[config.mk]
export PLATFORM = sky130hd
export DESIGN_NAME = adder_bcd_display_flat
export DESIGN_NICKNAME = d
export VERILOG_FILES = /design/src/rtl/adder_bcd_display_if.sv /design/src/rtl/adder_bcd_display.sv /design/src/flat_wrapper.sv
export SDC_FILE = /design/constraint.sdc
export NUM_CORES = 1
export LEC_CHECK = 0
export BUFFER_PORTS_ARGS = -buffer_cell sky130_fd_sc_hd__buf_2
export CAP_MARGIN = 40
export CORE_MARGIN = 2
export CORE_UTILIZATION = 25
export CTS_CLUSTER_DIAMETER = 30
export DETAILED_ROUTE_END_ITERATION = 7
export PLACE_DENSITY = 0.46
export SYNTH_ARGS = -nofsm -noshare
export SYNTH_HDL_FRONTEND = slang
export SYNTH_SLANG_ARGS = --single-unit
[constraint.sdc]
create_clock -name clock -period 3.9 [get_ports clock]
set_input_delay 0.78 -clock clock [delete_from_list [all_inputs] [get_ports clock]]
set_output_delay 0.78 -clock clock [all_outputs]
set_load 0.005 [all_outputs]
[src/rtl/adder_bcd_display_if.sv]
// Operand/result bundle for the BCD adder display unit.
// The master side drives operands and the load request; the slave side
// returns status, the binary magnitude and the 7-segment digit codes.
interface adder_bcd_display_if #(
    parameter int WIDTH  = 8,
    parameter int DIGITS = 4
);
    logic [WIDTH-1:0]    a;
    logic [WIDTH-1:0]    b;
    logic                cin;
    logic                mode;
    logic                load;
    logic                busy;
    logic                done;
    logic                neg;
    logic [WIDTH:0]      result;
    logic [7*DIGITS-1:0] hex;

    modport master (
        output a, b, cin, mode, load,
        input  busy, done, neg, result, hex
    );

    modport slave (
        input  a, b, cin, mode, load,
        output busy, done, neg, result, hex
    );
endinterface

[src/rtl/adder_bcd_display.sv]
// Add/subtract unit with a double-dabble binary-to-BCD engine driving a
// multi-digit active-low 7-segment display. The top digit shows the sign;
// the rest show the magnitude, optionally with leading zeros blanked.
module adder_bcd_display #(
    parameter int WIDTH    = 8,
    parameter int DIGITS   = 4,
    parameter bit BLANK_LZ = 1'b1
) (
    input logic               clock,
    input logic               resetn,
    adder_bcd_display_if.slave bus
);

    // Number of decimal digits needed to show any value of 'bits' bits.
    function automatic int dec_digits(input int bits);
        longint unsigned v;
        int              n;
        v = (64'd1 << bits) - 64'd1;
        n = 1;
        v = v / 64'd10;
        while (v != 64'd0) begin
            v = v / 64'd10;
            n++;
        end
        return n;
    endfunction

    localparam int RES_W       = WIDTH + 1;
    localparam int BCD_N       = DIGITS - 1;
    localparam int BCD_W       = 4 * BCD_N;
    localparam int SR_W        = BCD_W + RES_W;
    localparam int CNT_W       = $clog2(RES_W + 1);
    localparam int NEED_DIGITS = dec_digits(RES_W);

    localparam logic [6:0] SEG_MINUS = 7'b1111110;
    localparam logic [6:0] SEG_BLANK = 7'b1111111;

    generate
        if (DIGITS < NEED_DIGITS + 1) begin : g_bad_digits
            $error("adder_bcd_display: DIGITS too small for WIDTH");
        end
    endgenerate

    typedef enum logic [1:0] {
        S_IDLE,
        S_CALC,
        S_SHIFT,
        S_DONE
    } state_t;

    // Digit value to active-low abcdefg segment pattern (bit 6 = a).
    function automatic logic [6:0] seg7(input logic [3:0] d);
        logic [6:0] s;
        case (d)
            4'd0:    s = 7'b0000001;
            4'd1:    s = 7'b1001111;
            4'd2:    s = 7'b0010010;
            4'd3:    s = 7'b0000110;
            4'd4:    s = 7'b1001100;
            4'd5:    s = 7'b0100100;
            4'd6:    s = 7'b0100000;
            4'd7:    s = 7'b0001111;
            4'd8:    s = 7'b0000000;
            4'd9:    s = 7'b0000100;
            default: s = SEG_BLANK;
        endcase
        return s;
    endfunction

    state_t              r_state;
    logic [WIDTH-1:0]    r_a;
    logic [WIDTH-1:0]    r_b;
    logic                r_cin;
    logic                r_mode;
    logic [RES_W-1:0]    r_mag;
    logic                r_neg_n;
    logic [SR_W-1:0]     r_sr;
    logic [CNT_W-1:0]    r_cnt;
    logic                r_done;
    logic                r_neg;
    logic [RES_W-1:0]    r_result;
    logic [7*DIGITS-1:0] r_hex;

    logic [RES_W-1:0]    w_a_ext;
    logic [RES_W-1:0]    w_b_ext;
    logic [RES_W-1:0]    w_sum;
    logic [RES_W-1:0]    w_sub_rhs;
    logic                w_lt;
    logic [RES_W-1:0]    w_diff;
    logic [RES_W-1:0]    w_mag_n;
    logic                w_neg_n;
    logic [SR_W-1:0]     w_adj;
    logic [7*DIGITS-1:0] w_hex;

    // Arithmetic on the captured operands. b+cin can reach 2^WIDTH, which
    // still fits the WIDTH+1 bit magnitude, so the borrow compare is exact.
    assign w_a_ext   = {1'b0, r_a};
    assign w_b_ext   = {1'b0, r_b};
    assign w_sum     = w_a_ext + w_b_ext + RES_W'(r_cin);
    assign w_sub_rhs = w_b_ext + RES_W'(r_cin);
    assign w_lt      = (w_a_ext < w_sub_rhs);
    assign w_diff    = w_lt ? (w_sub_rhs - w_a_ext) : (w_a_ext - w_sub_rhs);
    assign w_mag_n   = r_mode ? w_diff : w_sum;
    assign w_neg_n   = r_mode & w_lt;

    // Shift-add-3 correction: every BCD nibble >= 5 gets +3 before the shift.
    always_comb begin : p_adjust
        // NOTE: default assignment first so no path leaves w_adj unassigned (no latch).
        w_adj = r_sr;
        for (int i = 0; i < BCD_N; i++) begin
            if (r_sr[RES_W + 4*i +: 4] >= 4'd5) begin
                w_adj[RES_W + 4*i +: 4] = r_sr[RES_W + 4*i +: 4] + 4'd3;
            end
        end
    end

    // Segment image of the finished conversion, scanning from the top
    // magnitude digit down so leading zeros can be blanked.
    always_comb begin : p_encode
        logic seen;
        w_hex = '1;
        seen  = 1'b0;
        for (int i = BCD_N - 1; i >= 0; i--) begin
            if (r_sr[RES_W + 4*i +: 4] != 4'd0) begin
                seen = 1'b1;
            end
            if (BLANK_LZ && !seen && (i != 0)) begin
                w_hex[7*i +: 7] = SEG_BLANK;
            end else begin
                w_hex[7*i +: 7] = seg7(r_sr[RES_W + 4*i +: 4]);
            end
        end
        w_hex[7*(DIGITS-1) +: 7] = r_neg_n ? SEG_MINUS : SEG_BLANK;
    end

    // Control FSM plus datapath registers; visible outputs change only in DONE.
    always_ff @(posedge clock or negedge resetn) begin
        if (!resetn) begin
            r_state  <= S_IDLE;
            r_a      <= '0;
            r_b      <= '0;
            r_cin    <= 1'b0;
            r_mode   <= 1'b0;
            r_mag    <= '0;
            r_neg_n  <= 1'b0;
            r_sr     <= '0;
            r_cnt    <= '0;
            r_done   <= 1'b0;
            r_neg    <= 1'b0;
            r_result <= '0;
            r_hex    <= '1;
        end else begin
            // NOTE: non-blocking assignments so every register samples pre-edge values.
            r_done <= 1'b0;
            case (r_state)
                S_IDLE: begin
                    if (bus.load) begin
                        r_a     <= bus.a;
                        r_b     <= bus.b;
                        r_cin   <= bus.cin;
                        r_mode  <= bus.mode;
                        r_state <= S_CALC;
                    end
                end
                S_CALC: begin
                    r_mag   <= w_mag_n;
                    r_neg_n <= w_neg_n;
                    r_sr    <= {BCD_W'(0), w_mag_n};
                    r_cnt   <= '0;
                    r_state <= S_SHIFT;
                end
                S_SHIFT: begin
                    r_sr <= w_adj << 1;
                    if (r_cnt == CNT_W'(RES_W - 1)) begin
                        r_state <= S_DONE;
                    end else begin
                        r_cnt <= r_cnt + 1'b1;
                    end
                end
                S_DONE: begin
                    r_result <= r_mag;
                    r_neg    <= r_neg_n;
                    r_hex    <= w_hex;
                    r_done   <= 1'b1;
                    r_state  <= S_IDLE;
                end
                default: begin
                    r_state <= S_IDLE;
                end
            endcase
        end
    end

    assign bus.busy   = (r_state != S_IDLE);
    assign bus.done   = r_done;
    assign bus.neg    = r_neg;
    assign bus.result = r_result;
    assign bus.hex    = r_hex;

endmodule

[src/flat_wrapper.sv]
// flat-port wrapper written by rule: the top's interface ports become plain ports
module adder_bcd_display_flat 
#(
    parameter int WIDTH    = 8,
    parameter int DIGITS   = 4,
    parameter bit BLANK_LZ = 1'b1
)
  (clock, resetn, bus_a, bus_b, bus_cin, bus_mode, bus_load, bus_busy, bus_done, bus_neg, bus_result, bus_hex);
  adder_bcd_display_if #(.WIDTH(WIDTH), .DIGITS(DIGITS)) bus_i ();
  input logic clock;
  input logic resetn;
  input wire logic [$bits(bus_i.a)-1:0] bus_a;
  input wire logic [$bits(bus_i.b)-1:0] bus_b;
  input wire logic [$bits(bus_i.cin)-1:0] bus_cin;
  input wire logic [$bits(bus_i.mode)-1:0] bus_mode;
  input wire logic [$bits(bus_i.load)-1:0] bus_load;
  output wire logic [$bits(bus_i.busy)-1:0] bus_busy;
  output wire logic [$bits(bus_i.done)-1:0] bus_done;
  output wire logic [$bits(bus_i.neg)-1:0] bus_neg;
  output wire logic [$bits(bus_i.result)-1:0] bus_result;
  output wire logic [$bits(bus_i.hex)-1:0] bus_hex;
  assign bus_i.a = bus_a;
  assign bus_i.b = bus_b;
  assign bus_i.cin = bus_cin;
  assign bus_i.mode = bus_mode;
  assign bus_i.load = bus_load;
  assign bus_busy = bus_i.busy;
  assign bus_done = bus_i.done;
  assign bus_neg = bus_i.neg;
  assign bus_result = bus_i.result;
  assign bus_hex = bus_i.hex;
  adder_bcd_display #(.WIDTH(WIDTH), .DIGITS(DIGITS), .BLANK_LZ(BLANK_LZ)) u_core (.clock(clock), .resetn(resetn), .bus(bus_i));
endmodule
==> results.md, run 1 <==
* Status: finished clean
* Layout cells sized above 1 at 22.85%
* Pin count of the biggest net entering global routing at 38
* CP startpoint kind: register
* Layout Skew at 0.007960 ns
* Max VDD drop at 0.0003518 V
* Row Count at between 50 and 60
* Clock Tree Root: clkbuf_16
* CTS tree: built
* Fillers at 2296
* Routed wire length at between 10000 and 15000 um
* Number of synthesis warnings at 0
* Dominant synthesized flop cell: dfrtp_1
* Max Cap Viol at 0
* Most frequent CP cell: ha_1
* Critical Path Sink: u_core.r_mag[2]
* CP Class: reg -> reg
* Non-filler cells, final at about 900
* Initial Util at around a quarter
* First-pass GRT wire length at around 22000 um
* Setup slack after layout at 0.4963 ns
* Reg-to-reg startpoint: u_core.r_cin
* Syn Area/Cell at 9.523 um2
* DR pass1 iterations at 4
* Number of synthesized flops with an enable pin at 0
* Slew Viols, Final at 0
* Ant diodes at 0
* Clock Sinks at 88
* Die Y at 154.2 um
* Cell area after synthesis at roughly 0.0056 mm2
* CP Launch Point: u_core.r_cin
* Post-DP HPWL at 9838 um
* Postcts setup bufs at 0
* Max frequency at about 300 MHz
* Total Neg Setup Slack at 0 ns
* Clock-pin slew on the worst setup and hold paths at 0.07 ns
* R2R depth at 13
* Pwr dens at 947.0 mW/mm2
* Max-slew headroom at 46.22%
* Cts repair resizes at 0
* Synthesis-stage register bit count at 88
* R2R setup slack at slightly below 0.5 ns
* Arrival time at the worst endpoint at 3.60 ns
* Post-Place Cells at 903
* Vias per std cell at 4.632
* Final min period at ~3.4 ns
* Commonest non-fill, non-tap cells in the layout: dfrtp_1, inv_1, buf_2
* Least-Margin Pin Slew at roughly 0.80 ns
* Final Util at between 20 and 30%
* Residual DRC at 0
* Core area at 0.02196 mm2
* Req. time, crit path at approximately 4.1 ns
* Post-synth cell types at 66
* Commonest non-fill, non-tap cell in the layout: dfrtp_1
* Drt wl/cell at 14.11 um
* Final ANT Viol Nets at 0
* Max clock buf depth at 2
* Remaining Overflow, GRT at 0
* Final setup fails at 0
* Gp weighted congestion at 0.8720
* Leakage at 2.871 nW
* Worst skew pair latency at 0.35 ns
* CP Capture Type: register
* Unrepaired setup endpoints after global routing: false
* Layout Nets at 706
* Initial antenna violation count at 0
* Die Width at roughly 150 um
* Fin area at about 0.0065 mm2
* Vias in the first global route at 4247
* Pre-CTS setup slack at 0.4478 ns
* Vias at 4257
* R2r endpoint: u_core.r_mag[2]
* Worst path slowest cell: dfrtp_1
* Count of input and output buffers at 54
* DP Area at just over 0.006 mm2
* DR iter-0 viols at 172
* Io pins at 61
* CP Cell Sequence: ha_1 -> ha_1 -> inv_1 -> or2_2 -> xnor2_1 -> ha_1 -> a21o_1 -> a21oi_1 -> nor2_1 -> nor2_4 -> mux2i_1 -> mux2i_1 -> o22ai_1
* Sequential element share of the synthesized area at about two fifths
* Critical path's largest stage delay at 0.37 ns
* Hold WC Path Type: in -> async
* Cells after synthesis at just under 600
* Final period util at 87.28%
* Tot GR Track Use at 11.35%
* H-Tree Depth at 3
* Crit path max fanout at 10
* Ys async rst share at 100.0%
* P&R area growth vs syn at 15.02%
* Die ar. at 0.02377 mm2
* Post-CTS Hold Buffers at 0
* TritonCTS Buffers at 9
* Final Hold Viols at 0
[final cells by class]
class / instances / area [um2] / share of cell area, %
Clock inverter: 6 / 43.79 / 0.6753
Clock buffer: 10 / 239.0 / 3.685
Timing Repair Buffer: 59 / 350.3 / 5.402
Multi-Input combinational cell: 414 / 3039 / 46.86
Tap cell: 280 / 350.3 / 5.402
Sequential cell: 88 / 2230 / 34.38
Inverter: 62 / 232.7 / 3.589
[worst min-delay path by stage]
stage	end	cells after the start
after floorplan	u_core.r_sr[0]	2
after global placement	u_core.bus.hex[1]	2
after detailed placement	u_core.bus.hex[1]	2
after CTS	u_core.bus.done	1
after global routing	u_core.bus.done	1
final	u_core.bus.done	1
[sequential cells by signal (all words and copies together) (netlist names)]
name               flops
u_core.bus.result      9
u_core.r_b             8
u_core.bus.hex        22
u_core.r_state         2
u_core.r_sr           21
u_core.r_mag           9
u_core.r_mode          1
u_core.bus.done        1
u_core.r_cin           1
u_core.r_neg_n         1
u_core.r_cnt           4
u_core.bus.neg         1
u_core.r_a             8
[cell families (layout without fill, tap and decap cells)]
group                    count (synthesis)  count (layout)  synth area share [%]
flip-flops                              88              88                 39.55
AND/OR/NAND/NOR                        138             138                 11.54
XOR/XNOR                                17              17                 2.641
other                                    1               6               0.06651
buffers and inverters                   95             137                 6.924
AO/OA/AOI/OAI                          158             158                 18.73
multiplexers                            44              44                 8.700
adder cells (fa/ha/maj)                 51              51                 11.85
[stage by stage]
step / total power [W] / hold WS (ns)
6_report: 0.006141 / 0.3762
5_1_grt: 0.006754 / 0.4061
3_3_place_gp: 0.005259 / 0.4566
3_5_place_dp: 0.005370 / 0.4629
2_1_floorplan: 0.004419 / 0.4408
4_1_cts: 0.006253 / 0.3890
[per-layer routing]
| metal | GRT usage [%] | share of wire (%) |
|---|---|---|
| met1 | 14.86 | 49 |
| met5 | 0 | 0 |
| met3 | 2.662 | 3.4 |
| met2 | 18.83 | 46 |
| met4 | 3.071 | 1.2 |
[power breakdown]
group | switching [W] | total (W) | internal, W
sequential | 0.000320 | 0.00161 | 0.00129
clock | 0.000384 | 0.000835 | 0.000452
combinational | 0.00206 | 0.00370 | 0.00164
total | 0.00276 | 0.00614 | 0.00338
[critical path, delay by kind of cell, from the launching register on]
family	cells	cell delay, ns
adder cells (fa/ha/maj)	3	0.81
AND/OR/NAND/NOR	3	0.69
AO/OA/AOI/OAI	3	0.60
multiplexers	2	0.55
flip-flops	1	0.37
XOR/XNOR	1	0.19
buffers and inverters	1	0.05
[cells in the mapped netlist (3+ instances only)]
cell type / instances / share of area [%]
dfrtp_1: 66 / 29
inv_1: 62 / 4.1
nor2_1: 50 / 3.3
ha_1: 47 / 10
a21oi_1: 42 / 3.7
o21ai_0: 37 / 3.3
mux2_2: 33 / 6.6
nand2_1: 31 / 2.1
dfstp_2: 22 / 10
clkbuf_1: 21 / 1.4
nand3_1: 14 / 1.2
xnor2_1: 12 / 1.9
o22ai_1: 11 / 1.2
a21o_1: 9 / 1.2
nand2b_1: 9 / 1.0
a31oi_1: 8 / 0.89
mux2i_1: 8 / 1.4
nor3_1: 8 / 0.71
buf_4: 6 / 0.80
o211ai_1: 6 / 0.80
and3_1: 5 / 0.55
o21a_1: 5 / 0.67
o221ai_1: 5 / 0.78
xor2_1: 5 / 0.78
fa_1: 4 / 1.4
nor2b_1: 4 / 0.44
o22a_1: 4 / 0.62
a211o_1: 3 / 0.47
a211oi_1: 3 / 0.40
buf_2: 3 / 0.27
nand3b_1: 3 / 0.40
or3_1: 3 / 0.33
Power figures use the tool's default switching activity.
==> run 2: changes to the inputs <==
CORE_UTILIZATION = 45   (was 25)
PLACE_DENSITY = 0.69   (was 0.46)
==> results.md, run 2 (same netlist as run 1, synthesis figures left out) <==
* Fillers at 1121
* Hold WC Path Type: in -> async
* Max frequency at 282.6 MHz
* GR met1 Demand/Resource at 23.98%
* Clock Tree Root: clkbuf_16
* Final setup fails at 0
* Row Count at 40
* Post-Place Cells at 791
* Drt wl/cell at 14.37 um
* Initial antenna violation count at 0
* Crit path max fanout at 10
* Unrepaired setup endpoints after global routing: false
* Top Family by Delay on Critical Path: adder cells
* Hold WS at 0.3035 ns
* Vias per std cell at between 5 and 6
* Sw Ratio at 44.70%
* CTS tree: built
* Post-CTS Hold Buffers at 0
* Worst skew pair latency at between 0.3 and 0.4 ns
* Max reg flops at 22
* Final ANT Viol Nets at 0
* Met3 Use GR at 5.021%
* Worst path bufs/invs at 1
* Final period util at 90.73%
* Tot GR Track Use at around a fifth
* Final Hold Viols at 0
* Arrival time at the worst endpoint at approximately 3.7 ns
* Vias in the first global route at 4170
* Sequential power share at 26.0%
* Req. time, crit path at roughly 4.1 ns
* Io pins at approximately 60
* Leakage at 2.875 nW
* Final min period at 3.538 ns
* Post-DP HPWL at 8828 um
* CP Cell Sequence: ha_1 -> ha_1 -> inv_1 -> or2_2 -> xnor2_1 -> ha_1 -> a21o_1 -> a21oi_1 -> nor2_1 -> nor2_4 -> mux2i_1 -> mux2i_1 -> o22ai_1
* Fin area at 0.006342 mm2
* Critical path's largest stage delay at 0.38 ns
* Routed wire length at 11600 um
* Combinational power share at 60.7%
* Ant diodes at 0
* Worst path slowest cell: ha_1
* Commonest non-fill, non-tap cell in the layout: dfrtp_1
* Die Y at 115.9 um
* Max clock buf depth at 2
* Busiest layer in global routing: met2
* Clock-pin slew on the worst setup and hold paths at ~0.06 ns
* DR iter-0 viols at around 270
* DP Area at 0.006062 mm2
* Pwr dens at approximately 960 mW/mm2
* Slew Viols, Final at 0
* Die ar. at about 0.013 mm2
* TritonCTS Buffers at 9
* Core area at 0.01211 mm2
* Commonest non-fill, non-tap cells in the layout: dfrtp_1, inv_1, buf_2
* Residual DRC at 0
* Die Width at 115.9 um
* P&R area growth vs syn at 12.49%
* Total Neg Setup Slack at 0 ns
* Int Power at 0.003380 W
* Postcts setup bufs at 0
* Layout Skew at 0.01163 ns
* H-Tree Depth at 3
* Non-filler cells, final at 807
* Remaining Overflow, GRT at 0
* Least-Margin Pin Slew at 0.7762 ns
* Final Util at about 52%
* Clock Sinks at 88
* Max VDD drop at 0.0006777 V
* First-pass GRT wire length at 19760 um
* CP Class: reg -> reg
* CP startpoint kind: register
* Switching pwr at 0.002732 W
* Count of input and output buffers at 54
* Clk pwr share at 13.3%
* Vias at 4256
* Layout Nets at 706
* M2 GR Usage at 30.68%
* Gp weighted congestion at approximately 0.94
* Status: finished clean
* CP Capture Type: register
* Most frequent CP cell: ha_1
* Initial Util at 46.55%
* Pin count of the biggest net entering global routing at just under 60
* Max-slew headroom at 48.13%
* Max Cap Viol at 0
* Layout cells sized above 1 at 22.85%
* DR pass1 iterations at 5
* Cts repair resizes at 0
[run 2: changes by cell type in the layout (fill, tap and decap cells not counted)]
| cell | change |
|---|---|
| clkinv_2 | +1 |
| inv_6 | +1 |
| clkinv_4 | -1 |
| clkinvlp_4 | -1 |
[run 2: area by class of cell]
type                    instances  area, um2  share of cell area [%]
clock inverters                 6      41.29                  0.6510
inverters                      62      232.7                   3.669
well taps                     168      210.2                   3.314
repair buffers                 59      350.3                   5.524
multi-input cells             414       3039                   47.92
clock buffers                  10      239.0                   3.768
flip-flops and latches         88       2230                   35.15
[run 2: per-layer routing]
layer  part of all wire (%)  up-vias
li1                       -     2131
met1                     46     2035
met2                     49       75
met3                    3.8       15
met4                    1.8        0
met5                      0        -
[run 2: power by group through the flow]
stage / Sequential, W / Clock [W] / Combinational, W
final: 0.00159 / 0.000811 / 0.00371
after global routing: 0.00164 / 0.000882 / 0.00415
after CTS: 0.00159 / 0.000841 / 0.00373
after global placement: 0.00159 / 0 / 0.00359
after floorplan: 0.00151 / 0 / 0.00291
after detailed placement: 0.00161 / 0 / 0.00372
[run 2: stage by stage]
step	total power, W	worst slack (ns)
floorplan	0.004419	0.8258
global placement	0.005179	0.5530
detailed placement	0.005326	0.3564
CTS	0.006170	0.3583
global route	0.006681	0.1352
finish	0.006112	0.3616
[run 2: worst paths after layout]
check	start	endpoint	slack (ns)	depth (start not counted)
worst min-delay path	resetn	u_core.r_cnt[0]	0.30	1
min in group clock	u_core.bus.hex[1]	u_core.bus.hex[1]	0.47	2
worst max register to register	u_core.r_cin	u_core.r_mag[2]	0.36	13
max in group asynchronous	resetn	u_core.bus.hex[5]	2.72	3
worst min register to register	u_core.bus.hex[1]	u_core.bus.hex[1]	0.47	2
worst max-delay path	u_core.r_cin	u_core.r_mag[2]	0.36	13
==> run 3: changes to the inputs <==
--- a/config.mk
+++ b/config.mk
@@ -14,2 +14,3 @@
 export PLACE_DENSITY = 0.69
+export SETUP_SLACK_MARGIN = 0.15
 export SYNTH_ARGS = -nofsm -noshare
==> constraint.sdc (replaced) <==
create_clock -name clock -period 3.9 [get_ports clock]
set_input_delay 1.17 -clock clock [delete_from_list [all_inputs] [get_ports clock]]
set_output_delay 1.17 -clock clock [all_outputs]
set_load 0.005 [all_outputs]
==> results.md, run 3 (same netlist as run 1, synthesis figures left out) <==
* Ant diodes at 0
* Crit path max fanout at 10
* Leakage at 2.863 nW
* Max frequency at between 200 and 300 MHz
* Status: finished clean
* Fin area at 0.006341 mm2
* R2R depth at 13
* Commonest non-fill, non-tap cell in the layout: dfrtp_1
* Final Hold Viols at 0
* Clock Tree Root: clkbuf_16
* First-pass GRT wire length at 19670 um
* Drt wl/cell at 14.78 um
* Worst skew pair latency at between 0.3 and 0.4 ns
* Post-DP HPWL at roughly 9000 um
* P&R area growth vs syn at 12.47%
* Vias in the first global route at about 4200
* Hold Crit Depth at 2
* Clock Sinks at 88
* Initial Util at a little under half
* Die Width at 115.9 um
* Least-Margin Pin Slew at about 0.76 ns
* Final setup fails at 0
* Final ANT Viol Nets at 0
* Tot GR Track Use at 18.53%
* Max-slew headroom at 49.12%
* Setup slack after layout at 0.4314 ns
* Final Util at 52.36%
* Io pins at 61
* TritonCTS Buffers at 9
* Fillers at between 1000 and 1500
* Slew Viols, Final at 0
* Gp weighted congestion at ~0.93
* Final min period at between 3 and 4 ns
* Remaining Overflow, GRT at 0
* Pwr dens at 976.1 mW/mm2
* Layout Skew at 0.008521 ns
* Core area at 0.01211 mm2
* Pre-CTS setup slack at ~0.36 ns
* Req. time, crit path at 4.10 ns
* Max Cap Viol at 0
* Commonest non-fill, non-tap cells in the layout: dfrtp_1, inv_1, buf_2
* DR iter-0 viols at 264
* Arrival time at the worst endpoint at 3.66 ns
* Residual DRC at 0
* Count of input and output buffers at 54
* CP Capture Type: register
* Max clock buf depth at 2
* CP startpoint kind: register
* CTS tree: built
* Layout Nets at roughly 700
* Routed wire length at 11940 um
* Vias per std cell at approximately 5.3
* Max reg flops at 22
* Clock-pin slew on the worst setup and hold paths at 0.06 ns
* Layout cells sized above 1 at roughly 23%
* H-Tree Depth at 3
* Pin count of the biggest net entering global routing at 49
* DP Area at a little over 0.006 mm2
* Initial antenna violation count at 0
* Unrepaired setup endpoints after global routing: false
* Row Count at 40
* Hold WC Path Type: reg -> reg
* CP Class: reg -> reg
* Die ar. at 0.01344 mm2
* Total Neg Setup Slack at 0 ns
* Die Y at approximately 120 um
* Max VDD drop at just under 0.0006 V
* DR pass1 iterations at 5
* Vias at 4308
* Final period util at 88.94%
run 3: final timing paths:
check / startpoint / end / slack (ns)
max in group asynchronous: resetn / u_core.r_b[1] / 2.31
max reg2reg: u_core.r_cin / u_core.r_mag[2] / 0.43
min reg2reg: u_core.bus.hex[0] / u_core.bus.hex[0] / 0.46
min: u_core.bus.hex[0] / u_core.bus.hex[0] / 0.46
max: u_core.r_cin / u_core.r_mag[2] / 0.43
min in group asynchronous: resetn / u_core.r_cnt[3] / 0.81
run 3: layout make-up:
type	count	area (um2)	share of cell area, %
multi-input cells	414	3045	48.03
flip-flops and latches	88	2230	35.16
repair buffers	60	337.8	5.328
clock buffers	13	260.3	4.104
inverters	62	232.7	3.670
well taps	168	210.2	3.315
clock inverters	3	25.02	0.3946
run 3: through the flow:
step / std cells / hold slack, ns / power, W
finish: 808 / 0.4644 / 0.006190
global route: 808 / 0.5004 / 0.006713
CTS: 807 / 0.4701 / 0.006187
detailed placement: 791 / 0.4612 / 0.005328
global placement: 789 / 0.4549 / 0.005180
floorplan: 597 / 0.4408 / 0.004419
run 3: layer usage:
layer | global-route usage [%] | wire, um
met1 | 22.99 | 5369
met2 | 32.01 | 5945
met3 | 3.870 | 434
met4 | 6.667 | 193
met5 | 0 | 0
run 3: timing repair:
| item | 4_1_cts | 5_1_grt |
|---|---|---|
| endpoints found under the hold margin | 0 | 0 |
| setup endpoints to repair | 0 | 1 |
| hold buffers | 0 | 0 |
| setup buffers | 0 | 1 |
| gates resized for setup | 0 | 2 |
run 3: critical path, cell delays in order (launching register included):
cell	delay, ns
dfrtp_1	0.37
ha_1	0.22
ha_1	0.26
inv_1	0.05
or2_2	0.30
xnor2_1	0.21
ha_2	0.39
a21o_1	0.21
a21oi_2	0.20
nor2_1	0.13
nor2_4	0.28
mux2i_1	0.26
mux2i_1	0.31
o22ai_1	0.13
run 3: report_power, final:
group          switching, W  internal, W  total, W
Clock              0.000363     0.000471  0.000834
Combinational       0.00211      0.00166   0.00377
Sequential         0.000301      0.00129   0.00159
Total               0.00277      0.00342   0.00619
